### src/rtl/traffic_ctrl.sv
// Pedestrian-crossing traffic light controller (Moore FSM with phase timer).
// Define PED_FLASH_EN to add the flashing-walk CLEAR phase.
module traffic_ctrl #(
    parameter int CNT_W       = 8,
    parameter int T_GREEN_MIN = 20,
    parameter int T_AMBER     = 4,
    parameter int T_WALK      = 30,
    parameter int T_CLEAR     = 12,
    parameter int FLASH_HALF  = 2
) (
    input  logic       CLK,
    input  logic       RST,
    input  logic       EN,
    input  logic       T,
    output logic       CAR_V,
    output logic       CAR_A,
    output logic       CAR_R,
    output logic       PED_W,
    output logic       PED_B,
    output logic       REQ_PEND,
    output logic [2:0] PHASE
);

    typedef enum logic [2:0] {
        S_GREEN  = 3'd0,
        S_AMBER1 = 3'd1,
        S_WALK   = 3'd2,
        S_CLEAR  = 3'd3,
        S_AMBER2 = 3'd4
    } state_t;

    localparam logic [CNT_W-1:0] GMAX = CNT_W'(T_GREEN_MIN - 1);
    localparam logic [CNT_W-1:0] AMAX = CNT_W'(T_AMBER - 1);
    localparam logic [CNT_W-1:0] WMAX = CNT_W'(T_WALK - 1);
    localparam logic [CNT_W-1:0] ONE  = CNT_W'(1);

    state_t           state_q, state_d;
    logic [CNT_W-1:0] cnt_q, cnt_d;
    logic             req_q, req_d;

`ifdef PED_FLASH_EN
    localparam logic [CNT_W-1:0] CMAX = CNT_W'(T_CLEAR - 1);
    localparam logic [CNT_W-1:0] FMAX = CNT_W'(FLASH_HALF - 1);

    logic             flash_q, flash_d;
    logic [CNT_W-1:0] fcnt_q, fcnt_d;

    always_ff @(posedge CLK or posedge RST) begin
        if (RST) begin
            flash_q <= 1'b1;
            fcnt_q  <= '0;
        end else begin
            flash_q <= flash_d;
            fcnt_q  <= fcnt_d;
        end
    end
`endif

    always_ff @(posedge CLK or posedge RST) begin
        if (RST) begin
            state_q <= S_GREEN;
            cnt_q   <= '0;
            req_q   <= 1'b0;
        end else begin
            state_q <= state_d;
            cnt_q   <= cnt_d;
            req_q   <= req_d;
        end
    end

    always_comb begin
        state_d = state_q;
        cnt_d   = cnt_q;
        req_d   = req_q | T;
`ifdef PED_FLASH_EN
        flash_d = flash_q;
        fcnt_d  = fcnt_q;
`endif
        case (state_q)
            S_GREEN: begin
                // Counter parks at its limit until a request arrives
                if (EN) begin
                    if (cnt_q != GMAX) begin
                        cnt_d = cnt_q + ONE;
                    end else if (req_q) begin
                        state_d = S_AMBER1;
                        cnt_d   = '0;
                    end
                end
            end
            S_AMBER1: begin
                if (EN) begin
                    if (cnt_q == AMAX) begin
                        state_d = S_WALK;
                        cnt_d   = '0;
                        req_d   = 1'b0;
                    end else begin
                        cnt_d = cnt_q + ONE;
                    end
                end
            end
            S_WALK: begin
                if (EN) begin
                    if (cnt_q == WMAX) begin
                        cnt_d = '0;
`ifdef PED_FLASH_EN
                        state_d = S_CLEAR;
                        flash_d = 1'b1;
                        fcnt_d  = '0;
`else
                        state_d = S_AMBER2;
`endif
                    end else begin
                        cnt_d = cnt_q + ONE;
                    end
                end
            end
`ifdef PED_FLASH_EN
            S_CLEAR: begin
                if (EN) begin
                    if (cnt_q == CMAX) begin
                        state_d = S_AMBER2;
                        cnt_d   = '0;
                    end else begin
                        cnt_d = cnt_q + ONE;
                    end
                    if (fcnt_q == FMAX) begin
                        fcnt_d  = '0;
                        flash_d = ~flash_q;
                    end else begin
                        fcnt_d = fcnt_q + ONE;
                    end
                end
            end
`endif
            S_AMBER2: begin
                if (EN) begin
                    if (cnt_q == AMAX) begin
                        state_d = S_GREEN;
                        cnt_d   = '0;
                    end else begin
                        cnt_d = cnt_q + ONE;
                    end
                end
            end
            default: begin
                // Recover from any unreachable code regardless of EN
                state_d = S_GREEN;
                cnt_d   = '0;
            end
        endcase
    end

    always_comb begin
        CAR_V = 1'b0;
        CAR_A = 1'b0;
        CAR_R = 1'b0;
        PED_W = 1'b0;
        PED_B = 1'b0;
        case (state_q)
            S_GREEN: begin
                CAR_V = 1'b1;
                PED_B = 1'b1;
            end
            S_AMBER1, S_AMBER2: begin
                CAR_A = 1'b1;
                PED_B = 1'b1;
            end
            S_WALK: begin
                CAR_R = 1'b1;
                PED_W = 1'b1;
            end
`ifdef PED_FLASH_EN
            S_CLEAR: begin
                CAR_R = 1'b1;
                PED_W = flash_q;
            end
`endif
            default: begin
                CAR_R = 1'b1;
                PED_B = 1'b1;
            end
        endcase
    end

    assign REQ_PEND = req_q;
    assign PHASE    = state_q;

endmodule
### config.mk
export PLATFORM = sky130hd
export DESIGN_NAME = traffic_ctrl
export DESIGN_NICKNAME = d
export VERILOG_FILES = /design/src/rtl/traffic_ctrl.sv
export SDC_FILE = /design/constraint.sdc
export NUM_CORES = 1
export LEC_CHECK = 0
export CORE_MARGIN = 4
export CORE_UTILIZATION = 40
export CTS_BUF_LIST = sky130_fd_sc_hd__clkbuf_16
export DETAILED_ROUTE_END_ITERATION = 7
export PLACE_DENSITY = 0.61
export SLEW_MARGIN = 5
export SYNTH_ARGS = -nofsm -noshare
export SYNTH_HDL_FRONTEND = slang
export SYNTH_SLANG_ARGS = --single-unit
export TNS_END_PERCENT = 50
### constraint.sdc
create_clock -name CLK -period 2.9 [get_ports CLK]
set_clock_uncertainty 0.2 [all_clocks]
set_input_delay 0.58 -clock CLK [delete_from_list [all_inputs] [get_ports CLK]]
set_output_delay 0.58 -clock CLK [all_outputs]
set_load 0.005 [all_outputs]
# == Word-level counts from Yosys, hierarchy flattened ==
# Cells that the tools add are included.
# totals
ff_bits,12
latch_bits,0
ramBits,0
mem_bits_ro,0
input_bits,4
output_inout_bits,9
word_cells,53
mem_count,0
# classes
addsub,1
multipliers,0
div,0
order_cmp,0
eq_ne,17
shift,0
muxes,26
bitwise,1
n_reduce_logical,5
# op_table
operator,count
two-way mux 8 bit,7
two-way mux 3 bit,9
case mux 8 bit (3 select lines),1
"inequality test 2 bit, second input constant",9
case mux 3 bit (4 select lines),1
AND reduction 9 bit,1
"adder 8 x 1 -> 8 bit, second input constant",1
"== test 8 x 2 -> 1 bit, second input constant",1
"== test 8 x 5 -> 1 bit, second input constant",1
two-way mux 1 bit,8
"inequality test 8 x 5 -> 1 bit, second input constant",1
AND reduction 4 bit,1
"== test 3 x 1 -> 1 bit, second input constant",1
"== test 3 x 2 -> 1 bit, second input constant",1
"== test 3 bit, second input constant",1
logical NOT 3 bit,1
"inequality test 3 bit, second input constant",1
OR reduction 3 bit,1
"inequality test 2 x 1 -> 1 bit, second input constant",1
OR reduction 2 bit,1
bitwise OR 1 bit,1

# == Logic depth before layout (Yosys ltp) ==
# Gate-level depths: netlist of run 1.
# logic_depth
depth_word,4
mapped_depth,7
ltp_nobuf,7

# == Worst setup path after synthesis of run 1 ==
# Ideal clock, no wire load.
# synth_timing
kind,register to register
startpoint,register cnt_q[0]
endpoint,register cnt_q[0]
setup_time_ns,0.125
arrival_time_ns,2.039
required_time_ns,2.575
setup_slack_ns,0.536
path_stages_with_launch,7
path_buffers,0
period_less_slack_ns,2.364
cell_sequence,dfrtp_1 -> ha_1 -> or3b_1 -> or4b_4 -> a21oi_4 -> nor2_2 -> mux2_2
# synth_between
elab_chain_cells,4
word_cells_on_any_way,13
cone_classes,add/sub: 1; eq/ne: 4; mux: 7; reduce/logical: 1
# synth_lines
element,line,rtl
from (decl),38,"logic [CNT_W-1:0] cnt_q, cnt_d;"
from (signal assigned),66,cnt_q <= cnt_d;
"adder 8 x 1 -> 8 bit, or another cell as far along",n/a,
two-way mux 8 bit (on tied branches),n/a,
two-way mux 8 bit (on tied branches),"92, 103, 82",
case mux 8 bit (3 select lines),79,case (state_q)
# Several ways; a longest one is shown, not always the timed one. The select of a mux whose other input is x is not followed.
# A chain may end at the register's enable or synchronous reset.

# == Final worst setup path of run 1 ==
# Same ends and word-level chain as after synthesis.

==> results.toml, run 1 <==
[status]
status = "finished clean"

[detailed_routing]
wl_per_cell_microns = 13.6
drt-vias-per-instance = 5.26
drc = 0
ant_nets = 0
routed_wl_microns = 1650
via_count = 636
drtIter0Drc = 11
first_pass_iters = 3

[sta]
finalCritPeriodShare = 0.879
worst_slack_ns = 0.352
slew_headroom = 0.689
fmax_ghz = 0.392
tns_ns = 0
setup_viol = 0
slew_viol_final = 0
rsz0062_at_grt = "false"
finalHoldViolations = 0
finalCriticalPeriod_ns = 2.55
worst_slew_pin_slew_ns = 0.466

[yosys]
yosysUniqueCellTypes = 33
ys_warn_count = 0
synth_top_family_by_area = "simple AND/OR/NAND/NOR gates"
ys_seq_elements = 12
synth_top_cell_area_share = 0.395
synth_edf_count = 0
synth_top_area_cell = "dfrtp_1"
syn_area_sq_um = 759
synth-async-reset-ratio = 1.00
synth_cells = 83
synthFlopType = "dfrtp_1"
synthSimpleGateAreaFrac = 0.254
synth-adder-area-share = 0.0461
yosysMostFrequentCell = "dfrtp_1"
synth_area_leaders = "dfrtp_1 40%, a22o_2 5.3%, o21ai_0 5.3%, nor3_1 4.0%, nor2_1 3.5%"
synth-xor-area-share = 0.0115
synth_compound_area_frac = 0.214
synthTopCellsByCount = "12 x dfrtp_1, 8 x o21ai_0, 7 x nor2_1"
ys_seq_area_frac = 0.395
avgSynthCellArea_sq_um = 9.15
syn_nets = 89
synth.area.mux_share = 0.0297

[finish]
syn_to_final_growth_pct = 28.3
drive_gt1_frac = 0.156
post-route-util = 0.552
final_cells = 121
n_antenna_cell = 0
final_nets = 103

[place]
routabilityCongestion = 0.800
io_buffers = 12
dp.cells = 117
dp_slack_ns = 0.381
dp_hpwl_microns = 1200

[global_route]
track_usage = 0.140
first_global_vias = 621
grt_max_degree = 13
grt_pass1_wl_microns = 2720
grt.overflow.total = 0
antenna_found_initial = 0

[setup_path]
cp.arrival_ns = 2.47
r2r_slack_ns = 0.35
rr_worst_depth = 6
rr_endpoint = "cnt_q[0]$_DFFE_PP0P_"
cp_cell_sequence = "ha_1 > or3b_1 > or4b_4 > a21oi_4 > nor2_2 > mux2_2"
critPathMaxFanout = 8
required_ns = 2.82
crit_type = "register to register"
crit_path_end_kind = "register"
critPathMaxStageDelay_ns = 0.55
cp-startpoint = "cnt_q[0]$_DFFE_PP0P_"
r2r_start = "cnt_q[0]$_DFFE_PP0P_"
worst_setup_path_start_kind = "register"
slowest_stage = "or4b_4"

[cts]
cts_buffer_depth = 2
post_cts_buffers = 0
path_clk_slew_ns = 0.04
cts_made_buffers = 3
cts_root_buf = "clkbuf_16"
clk_latency_ns = 0.24
holdBufCountCts = 0
cts.sinks = 12
cts_resized = 0
cts_htree_levels = 1
tritoncts = "built"

[power]
p_sw_frac = 0.324
combinationalPowerShare = 0.329
p_per_area_mw_per_mm2 = 825
power_switching_mw = 0.261
p_seq_frac = 0.357
ir_drop_v = 0.000410
power_leakage_nw = 0.418
p_total_mw = 0.804
p_clk_frac = 0.314
internal-power_mw = 0.543

[floorplanning]
start_util = 0.430
dieArea_sq_mm = 0.00266
io_pins = 13
core_sq_mm = 0.00176
die_h_microns = 51.6
std_cell_rows = 15
die_x_microns = 51.6

[job]
max-cap-violations = 0

[min_path]
hp-class = "register to register"
whs_endpoint = "REQ_PEND$_DFF_PP0_"
hold_depth = 1
hp-start = "REQ_PEND$_DFF_PP0_"
-- flip-flops by register name (all words and copies together) (netlist names) --
name / flops
cnt_q: 8
REQ_PEND: 1
PHASE: 3
-- critical path: cells and delay by family (launching register included) --
family / cells / cell delay, ns
AND/OR/NAND/NOR: 3 / 1.05
AO/OA/AOI/OAI: 1 / 0.26
adder cells (fa/ha/maj): 1 / 0.23
multiplexers: 1 / 0.28
flip-flops: 1 / 0.41
-- stage by stage --
stage / hold slack, ns / cell area, sq um
after floorplan: 0.245 / 759
after global placement: 0.306 / 896
after detailed placement: 0.308 / 896
after CTS: 0.322 / 975
after global routing: 0.347 / 975
final: 0.316 / 975
-- logic make-up after synthesis --
family / Yosys count
AOI/OAI and AO/OA: 22
xor gates and xnor gates: 1
adders and majority gates: 3
buffers and inverters: 9
DFF: 12
muxes: 2
and+or+nand+nor: 34
-- how the worst max path moves through the flow --
stage,end,slack (ns),cells after the start
5_1_grt,cnt_q[0]$_DFFE_PP0P_,0.27,6
4_1_cts,cnt_q[0]$_DFFE_PP0P_,0.36,6
3_5_place_dp,cnt_q[0]$_DFFE_PP0P_,0.38,6
3_3_place_gp,cnt_q[0]$_DFFE_PP0P_,0.44,6
6_report,cnt_q[0]$_DFFE_PP0P_,0.35,6
2_1_floorplan,cnt_q[0]$_DFFE_PP0P_,0.54,6
-- per-layer routing --
metal | GRT usage | vias up | wire length [microns]
met1 | 0.177 | 300 | 823
li1 | - | 328 | -
met3 | 0.0344 | 2 | 42
met4 | 0.0655 | 0 | 8
met2 | 0.225 | 6 | 775
met5 | 0 | - | 0
-- layout make-up --
type / count / area (sq um)
Fill cell: 171 / 790
Multi-Input combinational cell: 62 / 422
Clock buffer: 3 / 75.1
Timing Repair Buffer: 12 / 120
Tap cell: 25 / 31.3
Inverter: 6 / 22.5
Sequential cell: 12 / 300
Clock inverter: 1 / 3.75
-- cells in the final DEF, fill, tap and decap left out, types with 2 or more instances in the layout --
cell,n
clkbuf_16,3
a22o_2,4
nand2_1,4
ha_1,2
clkdlybuf4s50_1,12
inv_1,6
nor2_1,7
mux2_2,2
o21ai_0,8
nand3_1,5
nor3_1,6
dfrtp_1,12
a22o_1,3
o21a_1,2
-- power by group through the flow --
| stage | clock network, mW | logic [mW] | registers, mW |
|---|---|---|---|
| 6_report | 0.253 | 0.264 | 0.287 |
| 5_1_grt | 0.267 | 0.295 | 0.299 |
| 4_1_cts | 0.259 | 0.267 | 0.284 |
| 3_5_place_dp | 0 | 0.264 | 0.286 |
| 3_3_place_gp | 0 | 0.265 | 0.286 |
| 2_1_floorplan | 0 | 0.203 | 0.253 |
(Power assumes the default switching activity.)
==> run 2, diff against run 1 <==
--- a/config.mk
+++ b/config.mk
@@ -6,10 +6,10 @@
 export NUM_CORES = 1
 export LEC_CHECK = 0
 export CORE_MARGIN = 4
-export CORE_UTILIZATION = 40
+export CORE_UTILIZATION = 50
 export CTS_BUF_LIST = sky130_fd_sc_hd__clkbuf_16
 export DETAILED_ROUTE_END_ITERATION = 7
-export PLACE_DENSITY = 0.61
+export PLACE_DENSITY = 0.74
 export SLEW_MARGIN = 5
 export SYNTH_ARGS = -nofsm -noshare
 export SYNTH_HDL_FRONTEND = slang
==> run 2 against run 1 <==
Net effect:
- sequential cell count unchanged
- worst setup slack worse by 0.0011 ns
- critical path depth unchanged
- utilization up 15 points
- combinational power up 2%
- die area down 17%
- power up 1.4%
- global-route usage up 6.0 points
- clock power about the same
- worst hold slack better by 0.0016 ns
- cell count down 8.3%
- sequential power up 2%
- critical endpoint unchanged
- largest cell class unchanged
- highest routed layer unchanged
==> results.toml, run 2 (synthesized netlist as in run 1, its figures left out) <==
[setup_path]
crit_family = "simple AND/OR/NAND/NOR gates"
required_ns = 2.83
crit_path_end_kind = "register"
cp.arrival_ns = 2.48
cp_cell_sequence = "ha_1 > or3b_1 > or4b_4 > a21oi_4 > nor2_2 > mux2_2"
worst_setup_path_start_kind = "register"
critPathMaxFanout = 8
slowest_stage = "or4b_4"
path_buf_inv = 0
crit_type = "register to register"
critPathMaxStageDelay_ns = 0.55

[sta]
fmax_ghz = 0.392
worst_slew_pin_slew_ns = 0.485
slew_headroom = 0.676
whs_ns = 0.318
slew_viol_final = 0
finalCriticalPeriod_ns = 2.55
finalCritPeriodShare = 0.879
setup_viol = 0
finalHoldViolations = 0
rsz0062_at_grt = "false"
tns_ns = 0

[cts]
cts_resized = 0
post_cts_buffers = 0
clk_latency_ns = 0.24
tritoncts = "built"
cts_root_buf = "clkbuf_16"
cts_buffer_depth = 2
path_clk_slew_ns = 0.05
cts_made_buffers = 3
cts_htree_levels = 1
holdBufCountCts = 0
cts.sinks = 12

[detailed_routing]
via_count = 673
ant_nets = 0
drc = 0
drtIter0Drc = 19
wl_met3_microns = 69
topRoutingLayerUsed = "met4"
m1WireLength_microns = 837
drt-vias-per-instance = 6.06
dr_wl_met2_microns = 797
first_pass_iters = 4
routed_wl_microns = 1740
wl_per_cell_microns = 15.7

[floorplanning]
std_cell_rows = 13
io_pins = 13
die_x_microns = 47.0
dieArea_sq_mm = 0.00221
die_h_microns = 47.0
core_sq_mm = 0.00137
start_util = 0.556

[power]
p_clk_frac = 0.313
p_total_mw = 0.815
internal-power_mw = 0.543
power_switching_mw = 0.272
ir_drop_v = 0.000481
p_sw_frac = 0.334
combinationalPowerShare = 0.328
p_per_area_mw_per_mm2 = 847
power_leakage_nw = 0.418
p_seq_frac = 0.359

[min_path]
hp-class = "register to register"

[finish]
post-route-util = 0.704
drive_gt1_frac = 0.156
final_cell_mix = "12 x dfrtp_1, 12 x clkdlybuf4s50_1, 8 x o21ai_0"
syn_to_final_growth_pct = 26.7
final_nets = 103
largest_register_ffs = 8
regMostFlops = "cnt_q"
design_area_sq_um = 962
n_antenna_cell = 0

[job]
max-cap-violations = 0

[global_route]
grt_max_degree = 13
track_usage = 0.200
grt.overflow.total = 0
grt_pass1_wl_microns = 3060
antenna_found_initial = 0
first_global_vias = 624

[place]
place_area_sq_um = 883
routabilityCongestion = 0.804
dp_hpwl_microns = 1200
io_buffers = 12

[status]
status = "finished clean"
## run 2: power by group through the flow
| stage | logic, mW | registers (mW) | clock network [mW] |
|---|---|---|---|
| after floorplan | 0.203 | 0.253 | 0 |
| after global placement | 0.263 | 0.287 | 0 |
| after detailed placement | 0.262 | 0.289 | 0 |
| after CTS | 0.269 | 0.289 | 0.257 |
| after global routing | 0.298 | 0.302 | 0.265 |
| final | 0.268 | 0.292 | 0.255 |
## run 2: stage by stage
stage / setup WS [ns] / cells
after floorplan: 0.536 / 83
after global placement: 0.444 / 107
after detailed placement: 0.400 / 107
after CTS: 0.382 / 111
after global routing: 0.235 / 111
final: 0.351 / 111
## run 2: cell type report
class	instances	area [sq um]
clock buffer	3	75.1
sequential	12	300
multi-input combinational	62	422
clock inverter	1	3.75
fill	113	404
tap	15	18.8
inverter	6	22.5
timing repair buffer	12	120
## run 2: path summary, 6_finish.rpt
check | start | end | depth (start not counted) | slack, ns
max reg2reg | cnt_q[0]$_DFFE_PP0P_ | cnt_q[0]$_DFFE_PP0P_ | 6 | 0.35
min in group asynchronous | RST | cnt_q[6]$_DFFE_PP0P_ | 2 | 0.46
min | REQ_PEND$_DFF_PP0_ | REQ_PEND$_DFF_PP0_ | 1 | 0.32
min reg2reg | REQ_PEND$_DFF_PP0_ | REQ_PEND$_DFF_PP0_ | 1 | 0.32
max | cnt_q[0]$_DFFE_PP0P_ | cnt_q[0]$_DFFE_PP0P_ | 6 | 0.35
max in group asynchronous | RST | PHASE[0]$_DFFE_PP0P_ | 2 | 1.70
## run 2: routing by layer
metal | vias to the layer above | global-route usage
li1 | 330 | -
met1 | 320 | 0.267
met2 | 18 | 0.312
met3 | 5 | 0.0460
met4 | 0 | 0.0829
met5 | - | 0
==> run 3, diff against run 2 <==
--- a/config.mk
+++ b/config.mk
@@ -10,7 +10,7 @@
 export CTS_BUF_LIST = sky130_fd_sc_hd__clkbuf_16
 export DETAILED_ROUTE_END_ITERATION = 7
 export PLACE_DENSITY = 0.74
-export SLEW_MARGIN = 5
+export SLEW_MARGIN = 30
 export SYNTH_ARGS = -nofsm -noshare
 export SYNTH_HDL_FRONTEND = slang
 export SYNTH_SLANG_ARGS = --single-unit
==> constraint.sdc (replaced) <==
create_clock -name CLK -period 2.9 [get_ports CLK]
set_clock_uncertainty 0.2 [all_clocks]
set_input_delay 0.58 -clock CLK [delete_from_list [all_inputs] [get_ports CLK]]
set_output_delay 0.58 -clock CLK [all_outputs]
set_load 0.02 [all_outputs]
==> results of run 3 <==
The final DEF is identical to that of run 2. Status: finished clean.
Main changes from that run: setup slack after layout 0.351 ns -> 0.316 ns; start point of the critical path cnt_q[0]$_DFFE_PP0P_ -> PHASE[2]$_DFFE_PP0P_; end point of the critical path cnt_q[0]$_DFFE_PP0P_ -> CAR_V; total power 0.815 mW -> 0.848 mW; worst IR drop on VDD 0.000481 V -> 0.000502 V
